File: src/rtl/blink_pkg.sv
// Shared constants and types for the blinker speed control: step table,
// index limits and the auto-repeat state encoding.
package blink_pkg;

  localparam int IDX_MAX        = 6;
  localparam int STEP_W         = 7;
  localparam int IDX_W          = 3;
  localparam int BLINK_TERMINAL = 50_000_000;

  localparam logic [STEP_W-1:0] STEP_TABLE [0:IDX_MAX] = '{
    7'd1, 7'd2, 7'd5, 7'd10, 7'd20, 7'd50, 7'd100
  };

  typedef enum logic [1:0] {
    IDLE      = 2'd0,
    WAIT_HOLD = 2'd1,
    REPEATING = 2'd2
  } rep_state_t;

  // Step lookup; an out-of-range index clamps to the fastest step.
  function automatic logic [STEP_W-1:0] step_of(input logic [IDX_W-1:0] idx);
    if (idx > IDX_W'(IDX_MAX)) return STEP_TABLE[IDX_MAX];
    return STEP_TABLE[idx];
  endfunction

endpackage

File: src/rtl/key_debounce.sv
// One push-button front end: 2-FF synchronizer, stable-level debounce and a
// single-cycle pulse on the debounced press (1->0) transition.
module key_debounce #(
  parameter int DEBOUNCE_CYCLES = 1_000_000
) (
  input  logic clk,
  input  logic rst_n,
  input  logic key_raw,
  output logic level,
  output logic press
);

  localparam int             CW       = $clog2(DEBOUNCE_CYCLES + 1);
  localparam logic [CW-1:0]  CNT_LAST = CW'(DEBOUNCE_CYCLES - 1);

  logic          sync_p0;
  logic          sync_p1;
  logic [CW-1:0] cnt;
  logic          level_d;

  // Two-stage synchronizer; idles at released (1).
  always_ff @(posedge clk) begin
    if (!rst_n) begin
      sync_p0 <= 1'b1;
      sync_p1 <= 1'b1;
    end else begin
      sync_p0 <= key_raw;
      sync_p1 <= sync_p0;
    end
  end

  // Count consecutive mismatching samples; the sample that would make the
  // count reach DEBOUNCE_CYCLES flips the accepted level instead.
  always_ff @(posedge clk) begin
    if (!rst_n) begin
      cnt   <= '0;
      level <= 1'b1;
    end else if (sync_p1 == level) begin
      cnt <= '0;
    end else if (cnt == CNT_LAST) begin
      cnt   <= '0;
      level <= sync_p1;
    end else begin
      cnt <= cnt + 1'b1;
    end
  end

  // Edge detect on the debounced level: pulse only on press, never on release.
  always_ff @(posedge clk) begin
    if (!rst_n) begin
      level_d <= 1'b1;
      press   <= 1'b0;
    end else begin
      level_d <= level;
      press   <= level_d & ~level;
    end
  end

endmodule

File: src/rtl/speed_keypad.sv
// Up/down speed control for the LED blinker: two debounced keys drive a
// saturating index 0..6 with hold-to-repeat, and the registered outputs give
// the per-clock increment the blinker adds toward its terminal count.
module speed_keypad
  import blink_pkg::*;
#(
  parameter int DEBOUNCE_CYCLES = 1_000_000,
  parameter int HOLD_CYCLES     = 25_000_000,
  parameter int REPEAT_CYCLES   = 5_000_000
) (
  input  logic              CLOCK_50,
  input  logic              RESET_N,
  input  logic              KEY_UP,
  input  logic              KEY_DN,
  output logic [STEP_W-1:0] step,
  output logic [IDX_W-1:0]  index,
  output logic              changed,
  output logic              at_min,
  output logic              at_max
);

  localparam int            TMAX    = (HOLD_CYCLES > REPEAT_CYCLES) ? HOLD_CYCLES : REPEAT_CYCLES;
  localparam int            TW      = $clog2(TMAX + 1);
  localparam logic [TW-1:0] HOLD_LD = TW'(HOLD_CYCLES);
  localparam logic [TW-1:0] REP_LD  = TW'(REPEAT_CYCLES);

  // Saturating index move; simultaneous up and down cancel.
  function automatic logic [IDX_W-1:0] next_index(
    input logic [IDX_W-1:0] idx,
    input logic             inc,
    input logic             dec
  );
    if (inc && !dec && idx < IDX_W'(IDX_MAX)) return idx + 1'b1;
    if (dec && !inc && idx > '0)              return idx - 1'b1;
    return idx;
  endfunction

  logic level_up, press_up;
  logic level_dn, press_dn;

  key_debounce #(.DEBOUNCE_CYCLES(DEBOUNCE_CYCLES)) u_key_up (
    .clk     (CLOCK_50),
    .rst_n   (RESET_N),
    .key_raw (KEY_UP),
    .level   (level_up),
    .press   (press_up)
  );

  key_debounce #(.DEBOUNCE_CYCLES(DEBOUNCE_CYCLES)) u_key_dn (
    .clk     (CLOCK_50),
    .rst_n   (RESET_N),
    .key_raw (KEY_DN),
    .level   (level_dn),
    .press   (press_dn)
  );

  rep_state_t     state, state_nxt;
  logic           dir_up;
  logic [TW-1:0]  timer;
  logic           single_up, single_dn;
  logic           rep_exit, expire;
  logic           rep_step, load_hold;
  logic           inc, dec;
  logic [IDX_W-1:0] idx_nxt;

  assign single_up = press_up & ~press_dn;
  assign single_dn = press_dn & ~press_up;
  assign expire    = (timer == '0);
  // Leave repeat as soon as the latched key is released or the other key goes down.
  assign rep_exit  = (state != IDLE) &&
                     (dir_up ? (level_up || !level_dn) : (level_dn || !level_up));

  // Repeat FSM state register.
  always_ff @(posedge CLOCK_50) begin
    if (!RESET_N) state <= IDLE;
    else          state <= state_nxt;
  end

  // Repeat FSM next-state logic.
  always_comb begin
    state_nxt = state;
    case (state)
      IDLE:      if (single_up || single_dn) state_nxt = WAIT_HOLD;
      WAIT_HOLD: if (rep_exit)               state_nxt = IDLE;
                 else if (expire)            state_nxt = REPEATING;
      REPEATING: if (rep_exit)               state_nxt = IDLE;
      default:                               state_nxt = IDLE;
    endcase
  end

  // Repeat FSM outputs: step request and timer load strobes.
  always_comb begin
    rep_step  = 1'b0;
    load_hold = 1'b0;
    case (state)
      IDLE:      load_hold = single_up || single_dn;
      WAIT_HOLD,
      REPEATING: rep_step  = !rep_exit && expire;
      default:   ;
    endcase
  end

  // Hold/repeat timer and latched direction.
  always_ff @(posedge CLOCK_50) begin
    if (!RESET_N) begin
      timer  <= '0;
      dir_up <= 1'b0;
    end else if (load_hold) begin
      timer  <= HOLD_LD;
      dir_up <= single_up;
    end else if (rep_step) begin
      timer  <= REP_LD;
    end else if (state_nxt == IDLE) begin
      timer  <= '0;
    end else if (!expire) begin
      timer  <= timer - 1'b1;
    end
  end

  assign inc     = single_up || (rep_step &&  dir_up);
  assign dec     = single_dn || (rep_step && !dir_up);
  assign idx_nxt = next_index(index, inc, dec);

  // Index register with step decoded from the next index so both move together.
  always_ff @(posedge CLOCK_50) begin
    if (!RESET_N) begin
      index   <= '0;
      step    <= STEP_TABLE[0];
      changed <= 1'b0;
      at_min  <= 1'b1;
      at_max  <= 1'b0;
    end else begin
      index   <= idx_nxt;
      step    <= step_of(idx_nxt);
      changed <= (idx_nxt != index);
      at_min  <= (idx_nxt == '0);
      at_max  <= (idx_nxt == IDX_W'(IDX_MAX));
    end
  end

endmodule

File: config.mk
export PLATFORM = sky130hd
export DESIGN_NAME = speed_keypad
export DESIGN_NICKNAME = d
export VERILOG_FILES = /design/src/rtl/blink_pkg.sv /design/src/rtl/key_debounce.sv /design/src/rtl/speed_keypad.sv
export SDC_FILE = /design/constraint.sdc
export NUM_CORES = 1
export LEC_CHECK = 0
export ABC_AREA = 1
export CAP_MARGIN = 10
export CELL_PAD_IN_SITES_DETAIL_PLACEMENT = 0
export CELL_PAD_IN_SITES_GLOBAL_PLACEMENT = 1
export CORE_ASPECT_RATIO = 2
export CORE_MARGIN = 2
export CORE_UTILIZATION = 33
export DETAILED_ROUTE_END_ITERATION = 8
export PLACE_DENSITY = 0.68
export SYNTH_ARGS = -nofsm -noshare
export SYNTH_HDL_FRONTEND = slang
export SYNTH_SLANG_ARGS = --single-unit
File: constraint.sdc
create_clock -name CLOCK_50 -period 2.2 [get_ports CLOCK_50]
set_input_delay 0.44 -clock CLOCK_50 [delete_from_list [all_inputs] [get_ports CLOCK_50]]
set_output_delay 0.44 -clock CLOCK_50 [all_outputs]
set_load 0.01 [all_outputs]
==> results.yml <==
worst_setup_path:
  cp-end-kind: "flip-flop"
  worst-path-stages: 13
  slowest_delay_ps: 370
  reg2reg_from: "u_key_up.cnt[0]"
  cp-startpoint: "u_key_up.cnt[0]"
  cp_slowest_cell: "dfxtp_1"
  crit_chain: "ha_1, nand2_1, nor2_1, inv_1, nor2_1, inv_1, nor3_4, inv_1, nor4_4, nand2_1, nor2_1, a21oi_1, nor3_1"
  cp_num_buf_inv: 3
  critPathArrivalTime_ps: 2290
  worst_ep_required_time_ps: 2470
  crit_family: "simple AND/OR/NAND/NOR gates"
  crit_type: "reg2reg"
  startpoint_type: "flip-flop"
  ff2ff_path_depth: 13
  critPathMaxFanout: 4
cells_and_area:
  antennaDiodeCount: 0
  nNetsFinal: 669
  syn_to_final_growth_pct: 20.7
  final_layout_size_suffix_gt1_share_pct: 18.1
global_route:
  antenna_found_initial: 0
  grt_pass1_vias: 3905
  grt_max_degree: 21
  track_usage_pct: 15.1
  grt_first_pass_wirelength_um: 17500
  grt-ovfl-total: 0
drt:
  ant_nets: 0
  first_pass_iters: 4
  post_drt_wl_per_cell_um: 12.7
  vias: 3884
  vias_per_cell: 4.78
  drc: 0
  wirelength_um: 10300
  first_iter_violations: 147
die:
  start_util_pct: 33.6
  core-area_um2: 13400
  row_count: 60
  dieHeight_um: 169
  dieArea_um2: 14700
  ioPinCount: 17
  die_x_um: 86.7
yosys:
  yosysUniqueCellTypes: 40
  synth_top_area_share_pct: 40.4
  syn_area_per_cell_um2: 7.45
  seq_area_frac_synth_pct: 40.4
  synth-edff-count: 0
  async_reset_ff_share_pct: 0
  syn_inst: 605
  mappedNetlistArea_um2: 4510
  yosysWarnings: 0
  ys_top_cells_by_area: "dfxtp_1 (40%), nand2_1 (7.9%), inv_1 (7.2%)"
  syn_nets: 622
  ys_ff_latch: 91
  synth_top_cell_by_area: "dfxtp_1"
  ys.flop_type: "dfxtp_1"
job:
  drv_cap: 0
cts:
  insertion_delay_ps: 340
  cts_tree: "built"
  htreeDepth: 3
  clock_sinks: 91
  cts_buffers: 9
  clockBufferDepth: 2
  clk_pin_slew_ps: 70
  cts_root_buf: "clkbuf_16"
power:
  p_int_mw: 2.47
  p_leak_nw: 2.29
  p_switching_mw: 0.757
  power_mw: 3.23
  seq_power_share_pct: 51.2
  swShare_pct: 23.5
  p_per_area_nw_per_um2: 592
  power_frac_comb_pct: 1.3
  clock_power_share_pct: 47.5
  vdd_drop_max_mv: 0.476
run_status:
  status: "completed"
timing:
  worstMarginPinSlew_ps: 425
  setup_viol: 0
  hold_viol: 0
  slew_headroom_pct: 71.4
  final_max_slew_viol_count: 0
  hold_ws_ps: 413
  finalCritPeriodShare_pct: 91.6
  finalSetupTns_ps: 0
  max_freq_mhz: 496
  rsz0062_at_grt: "yes"
  fin_skew_ps: 7.82
  setup_ws_ps: 185
  period_needed_ps: 2010
placement:
  gp_congestion: 0.815
  portBuffers: 16
  dp_slack_ps: 65.1
  hpwl_um: 8100
worst_hold_path:
  hold_path.class: "reg2reg"
  min_from: "u_key_dn.level_d"
  hold_path_depth: 2
## state kept, by name (all words and copies together), names as in the netlist, 2 cells and up
register and flops:
u_key_dn.cnt 20, u_key_up.cnt 20, state 2, step 7
index 3, timer 25
## cell usage in the layout, fill, tap and decap left out, types with 9 or more instances in the layout
cell / synthesis / final
clkbuf_16: 0 / 9
clkdlybuf4s50_1: 0 / 16
a21oi_1: 46 / 46
nor3_1: 24 / 24
nand4_1: 13 / 13
nor2_2: 16 / 19
nand2_1: 95 / 92
nand3_1: 32 / 30
dfxtp_1: 91 / 89
buf_4: 0 / 26
xor2_1: 11 / 11
ha_1: 13 / 12
inv_1: 87 / 87
nor2_1: 79 / 73
## logic make-up after synthesis
family / after synthesis / synth area share [%]
flip-flops: 91 / 40.4
AO/OA/AOI/OAI: 70 / 8.49
XOR/XNOR: 18 / 3.50
adder cells (fa/ha/maj): 13 / 3.61
AND/OR/NAND/NOR: 310 / 35.3
buffers and inverters: 103 / 8.66
## per-layer routing
metal / vias to the layer above / routed length, µm / track usage, %
li1: 2037 / - / -
met1: 1807 / 3580 / 14.0
met2: 25 / 6310 / 30.7
met3: 15 / 163 / 2.38
met4: 0 / 292 / 6.73
met5: - / 0 / 0
## Yosys cell counts, drive strengths merged, types with 2 or more instances
| cell type | instances |
|---|---|
| nand2 | 106 |
| nor2 | 99 |
| inv | 95 |
| dfxtp | 91 |
| a21oi | 46 |
| nand3 | 35 |
| nor3 | 29 |
| nand4 | 16 |
| ha | 13 |
| o21ai | 11 |
| xor2 | 11 |
| nor3b | 9 |
| or2 | 8 |
| xnor2 | 7 |
| nor4 | 6 |
| clkbuf | 5 |
| buf | 3 |
| o211ai | 3 |
| o21bai | 3 |
| nand3b | 2 |
| o21a | 2 |
## tightest hold or removal path, cell delays in order (launching register included)
cell and delay (ps):
dfxtp_1 300, inv_1 40, nor2_1 30
## power groups by stage
stage               Sequential [mW]  Combinational (mW)  Clock (mW)
floorplan                      1.69              0.0224           0
CTS                            1.65              0.0420        1.59
global placement               1.69              0.0416           0
global route                   1.65              0.0462        1.67
finish                         1.65              0.0413        1.53
detailed placement             1.69              0.0418           0
## metrics by stage
stage / cell area, µm² / util (%) / std cells
detailed placement: 5030 / 37.5 / 792
floorplan: 4510 / - / 605
finish: 5440 / 40.5 / 812
global route: 5440 / 40.5 / 812
global placement: 5030 / 37.5 / 792
CTS: 5330 / 39.6 / 808
## cell type report
| type | instances | area (µm²) |
|---|---|---|
| Clock buffer | 9 | 225 |
| Tap cell | 155 | 194 |
| Inverter | 95 | 357 |
| Clock inverter | 7 | 67.6 |
| Sequential cell | 91 | 1820 |
| Timing Repair Buffer | 44 | 395 |
| Multi-Input combinational cell | 411 | 2380 |
| Fill cell | 1364 | 7990 |
## worst paths after layout
path,end,slack (ps)
max,u_key_up.cnt[14],190
min,u_key_dn.press,410
max reg2reg,u_key_up.cnt[14],190
min reg2reg,u_key_dn.press,410
## repair_timing
item	in CTS	in global routing
buffers inserted	0	4
gates resized for setup	0	23
setup endpoints to repair	0	33
hold buffers	0	0
endpoints found under the hold margin	0	0
No activity file was read; power rests on OpenSTA's default activity.
==> edit 1 (config.mk and constraints unchanged) <==
Re-encode `rep_state_t` (3 states) as one-hot, 3 bits wide.
--- a/src/rtl/blink_pkg.sv
+++ b/src/rtl/blink_pkg.sv
@@ -11,10 +11,10 @@
     7'd1, 7'd2, 7'd5, 7'd10, 7'd20, 7'd50, 7'd100
   };
 
-  typedef enum logic [1:0] {
-    IDLE      = 2'd0,
-    WAIT_HOLD = 2'd1,
-    REPEATING = 2'd2
+  typedef enum logic [2:0] {
+    IDLE      = 3'b001,
+    WAIT_HOLD = 3'b010,
+    REPEATING = 3'b100
   } rep_state_t;
 
   // Step lookup; an out-of-range index clamps to the fastest step.
Function: same outputs for any inputs over 10 cycles, from zero or initial values and one cycle with RESET_N low; not proved beyond that.
==> edit 1 against the unedited design <==
Routed wire length decreased by 6.7%. Area after synthesis decreased by 5.0%. Maximum frequency decreased by 0.73%. Setup slack got worse by 15 ps. Global-route usage decreased by 0.34 points. Sequential cell count increased by 1. Critical path depth increased by 3. Final area decreased by 5.8%. Total power about the same.
==> edit 1: results (changes against the unedited design) <==
run status=finished, final reports clean (unchanged); most common library cells after synthesis=nor2_1 (96), dfxtp_1 (92), inv_1 (89), nand2_1 (78), a21oi_1 (41) (was nand2_1 (95), dfxtp_1 (91), inv_1 (87), nor2_1 (79), a21oi_1 (46)); post-synthesis net count=597 (was 622); top post-synthesis cells by area=dfxtp_1 (43%), nor2_1 (8.4%), inv_1 (7.8%), nand2_1 (6.8%), a21oi_1 (4.8%) (was dfxtp_1 (40%), nand2_1 (7.9%), inv_1 (7.2%), nor2_1 (6.6%), a21oi_1 (5.1%)); transition time of the tightest slew-check pin=442.5 ps (was 424.8 ps); post-layout net count=636 (was 669); clock latency reported for the late side of the worst-skew pair=340 ps (about the same); total of buffers placed on input and output ports=16 (unchanged); Final Skew=6.867 ps (was 7.825 ps); distinct cell type count of the synthesized netlist=34 (was 40); Longest Clk Path Bufs=2 (unchanged); async set-reset flop share out of synthesis=0 (unchanged); dominant synthesized flop cell=dfxtp_1 (unchanged); Diodes inserted=0 (unchanged); vias=3,678 (was 3,884); initial antenna violation count=0 (unchanged); global-route wire length before repair=16.55 mm (was 17.52 mm); VDD IR max=0.3976 mV (was 0.4762 mV); WL/cell=12.40 µm (was 12.75 µm); Top Registers=timer: 25 flops, u_key_dn.cnt: 20 flops, u_key_up.cnt: 20 flops (unchanged); proportion of synthesized chip area in sequential cells=0.4300 (was 0.4040); last weighted congestion value of the routability-driven placer=0.8413 (was 0.8153); pre-CTS setup slack=62.22 ps (was 65.08 ps); clock tree root buffer cell=clkbuf_16 (unchanged); TritonCTS buffer count=9 (unchanged); largest net degree at the start of global routing=19 (was 21); Worst Min Path Start=u_key_dn.sync_p0 (was u_key_dn.level_d); number of warnings issued by yosys=0 (unchanged); layout cells sized above 1=0.1447 (was 0.1811); DP HPWL=7.549 mm (was 8.095 mm); total leakage power=2.100 nW (was 2.293 nW); vias in the first global route=3,804 (was 3,905); signal arrival time at the worst endpoint=2270 ps (was 2290 ps); count of routing violations after the opening detailed-route iteration=147 (unchanged); path type of the worst min-delay path=reg -> reg (unchanged); # H-tree levels=3 (unchanged); router iterations before antenna repair=4 (unchanged); clock input transition at the sequential cells of the worst setup and hold paths=70 ps (about the same); crit-path max FO=6 (was 4); overall track demand over capacity in global routing=0.1480 (was 0.1514); Worst setup startpoint=timer[20] (was u_key_up.cnt[0])
edit 1: repair_timing:
action | in CTS | in global routing
buffers inserted | 0 | 3
setup endpoints to repair | 0 | 18
resized for setup | 0 | 23
edit 1: per-stage QoR:
step | area (µm²) | std cells | hold slack, ps | power [mW]
finish | 5130 | 779 | 411.5 | 3.229
global route | 5130 | 779 | 430.6 | 3.345
CTS | 5032 | 776 | 416.1 | 3.292
detailed placement | 4743 | 760 | 399.0 | 1.751
global placement | 4743 | 760 | 399.3 | 1.751
floorplan | 4283 | 585 | 392.5 | 1.730
edit 1: critical path: stages (launching register included):
cell     delay [ps]
dfxtp_1         350
nor2_2          130
nand2_1         140
nor2_2          140
nand2_2         110
nor2_8          180
nand4_2         100
nand2_2         130
nor2_2           70
nand2_4          70
nand2_1          50
nand2_1          50
nand2_1          60
nand2_2         120
inv_2            70
nor2_1          100
nor2_1           40
edit 1: report_power, final:
part | internal, mW | total [mW] | switching (mW)
registers | 1.67 | 1.67 | 0.00206
logic | 0.0171 | 0.0413 | 0.0243
clock network | 0.795 | 1.52 | 0.722
total | 2.48 | 3.23 | 0.748
edit 1: kinds of logic after synthesis:
group / after synthesis / synth area share
AO/OA/AOI/OAI: 70 / 0.08647
XOR/XNOR: 25 / 0.05112
adder cells (fa/ha/maj): 8 / 0.02337
buffers and inverters: 98 / 0.08647
flip-flops: 92 / 0.4300
AND/OR/NAND/NOR: 292 / 0.3225
edit 1: final cells by class:
cell class / count / area, µm²
sequential: 92 / 1843
clock inverter: 7 / 63.81
timing repair buffer: 34 / 320.3
clock buffer: 9 / 225.2
tap: 150 / 187.7
multi-input combinational: 395 / 2145
fill: 1338 / 7497
inverter: 92 / 345.3
edit 1: worst paths after layout:
check	depth (start not counted)	slack, ps	end
setup / recovery	16	170	step[2]
hold / removal	1	410	u_key_dn.sync_p1
hold reg to reg	1	410	u_key_dn.sync_p1
setup reg to reg	16	170	step[2]
edit 1: metal layers:
metal / vias up / GRT usage / share of wire
met2: 35 / 0.3035 / 0.59
met1: 1681 / 0.1363 / 0.37
met5: - / 0 / 0
li1: 1947 / - / -
met3: 15 / 0.02286 / 0.017
met4: 0 / 0.07143 / 0.027
==> edit 2 (same settings) <==
Made on the original files. `DEBOUNCE_CYCLES` is set to 1_000_000 in 2 places; all go to 4_000_000.
--- a/src/rtl/key_debounce.sv
+++ b/src/rtl/key_debounce.sv
@@ -1,7 +1,7 @@
 // One push-button front end: 2-FF synchronizer, stable-level debounce and a
 // single-cycle pulse on the debounced press (1->0) transition.
 module key_debounce #(
-  parameter int DEBOUNCE_CYCLES = 1_000_000
+  parameter int DEBOUNCE_CYCLES = 4_000_000
 ) (
   input  logic clk,
   input  logic rst_n,
--- a/src/rtl/speed_keypad.sv
+++ b/src/rtl/speed_keypad.sv
@@ -4,7 +4,7 @@
 module speed_keypad
   import blink_pkg::*;
 #(
-  parameter int DEBOUNCE_CYCLES = 1_000_000,
+  parameter int DEBOUNCE_CYCLES = 4_000_000,
   parameter int HOLD_CYCLES     = 25_000_000,
   parameter int REPEAT_CYCLES   = 5_000_000
 ) (
Function: no difference found for any inputs over 10 cycles, from zero or initial values and one cycle with RESET_N low; that may be too few to reach the edited logic, so the function may still have changed.
==> edit 2 against the unedited design <==
Count of clock-buffer cells in the layout is the same. Combinational power is 4% lower. Total power is 5.4% higher. Highest routed layer unchanged. Routed wire length rose by 6.7%. Critical endpoint is now step[2]. Setup slack got worse by 52 ps. Sequential cell count increased by 4. Final area is 1.0% higher. Area after synthesis is 0.22% higher.
==> edit 2: results (changes against the unedited design) <==
run status=finished, final reports clean (unchanged); grt met1 use=0.1331 (was 0.1397); Met3 Wirelength=161 µm (was 163 µm); multi-input logic portion of the cell area=0.4325 (was 0.4374); number of warnings issued by yosys=0 (unchanged); critical path class=reg -> reg (unchanged); largest net degree at the start of global routing=20 (was 21); DP HPWL=8.615 mm (was 8.095 mm); multi-input combinational cell count=423 (was 411); pre-CTS setup slack=47.87 ps (was 65.08 ps); VDD IR max=0.4229 mV (was 0.4762 mV); endpoint with the worst hold slack=u_key_up.sync_p1 (was u_key_dn.press); xor/xnor share of the synthesized area=0.05039 (was 0.03496); reg-to-reg startpoint=timer[10] (was u_key_up.cnt[0]); WL/cell=13.50 µm (was 12.75 µm); global-route wire length before repair=17.84 mm (was 17.52 mm); Synth Area in Compound Gates=0.09911 (was 0.08491); most common library cells after synthesis=nor2_1 (97), dfxtp_1 (95), nand2_1 (94), inv_1 (79), a21oi_1 (40) (was nand2_1 (95), dfxtp_1 (91), inv_1 (87), nor2_1 (79), a21oi_1 (46)); tightest slew margin relative to the limit=0.6628 (was 0.7142); Final Skew=12.50 ps (was 7.825 ps); dominant synthesized flop cell=dfxtp_1 (unchanged); total leakage power=2.236 nW (was 2.293 nW); number of non-clock buffers=47 (was 44); crit-path max FO=7 (was 4); proportion of synthesized chip area in sequential cells=0.4208 (was 0.4040); clock network share of area=0.05711 (was 0.05378); overall track demand over capacity in global routing=0.1565 (was 0.1514); Worst Min Path Start=u_key_up.sync_p0 (was u_key_dn.level_d); non-clock inverter instance count of the final layout=82 (was 95); Net Sw Frac=0.2213 (was 0.2348); share of synthesized area spent on multiplexers=0 (unchanged); signal arrival time at the worst endpoint=2310 ps (was 2290 ps); capture instance of the worst register-to-register path=step[2] (was u_key_up.cnt[14]); distinct cell type count of the synthesized netlist=44 (was 40); top post-synthesis cells by area=dfxtp_1 (42%), nor2_1 (8.1%), nand2_1 (7.8%), inv_1 (6.6%), a21oi_1 (4.4%) (was dfxtp_1 (40%), nand2_1 (7.9%), inv_1 (7.2%), nor2_1 (6.6%), a21oi_1 (5.1%)); fraction of the mapped netlist area in adder cells=0.03322 (was 0.03607); global-route track usage on met3=0.02286 (was 0.02383); global routing met2 resource utilization=0.3217 (was 0.3074); count of routing violations after the opening detailed-route iteration=118 (was 147); non-clock buffer area fraction after layout=0.07144 (was 0.07263); sink count of the clock tree=95 (was 91); Routed met1 length=3.840 mm (was 3.584 mm); vias=4,005 (was 3,884); hold-critical path depth=1 (was 2); number of filler cells placed in the layout=1,401 (was 1,364); clock network power=1.64 mW (was 1.53 mW); layout cells sized above 1=0.1644 (was 0.1811); path type of the worst min-delay path=reg -> reg (unchanged); last weighted congestion value of the routability-driven placer=0.7909 (was 0.8153); sequential fraction of design power=0.507 (was 0.512); post_cts resized=0 (unchanged); reg-to-reg slack, setup=130 ps (was 190 ps); total of buffers placed on input and output ports=16 (unchanged); Register-to-Register Path Depth=15 (was 13)
## edit 2: changes by cell type after synthesis, moves of 4 or more
| cell | before | now |
|---|---|---|
| nor2_1 | 79 | 97 |
| nand3_1 | 32 | 24 |
| a21oi_1 | 46 | 40 |
| nor2_2 | 16 | 6 |
| xnor2_1 | 7 | 11 |
| inv_1 | 87 | 79 |
| o21ai_0 | 9 | 18 |
| inv_2 | 8 | 2 |
| dfxtp_1 | 91 | 95 |
| xor2_1 | 11 | 15 |
| nand2_4 | 5 | 1 |
## edit 2: per-stage QoR
stage | total power, mW | instances | hold WS (ps) | instance area [µm²]
6_report | 3.400 | 818 | 413.7 | 5499
3_5_place_dp | 1.805 | 797 | 402.1 | 5040
4_1_cts | 3.461 | 813 | 418.5 | 5354
3_3_place_gp | 1.805 | 797 | 400.8 | 5040
5_1_grt | 3.536 | 818 | 432.1 | 5499
2_1_floorplan | 1.787 | 607 | 392.5 | 4519
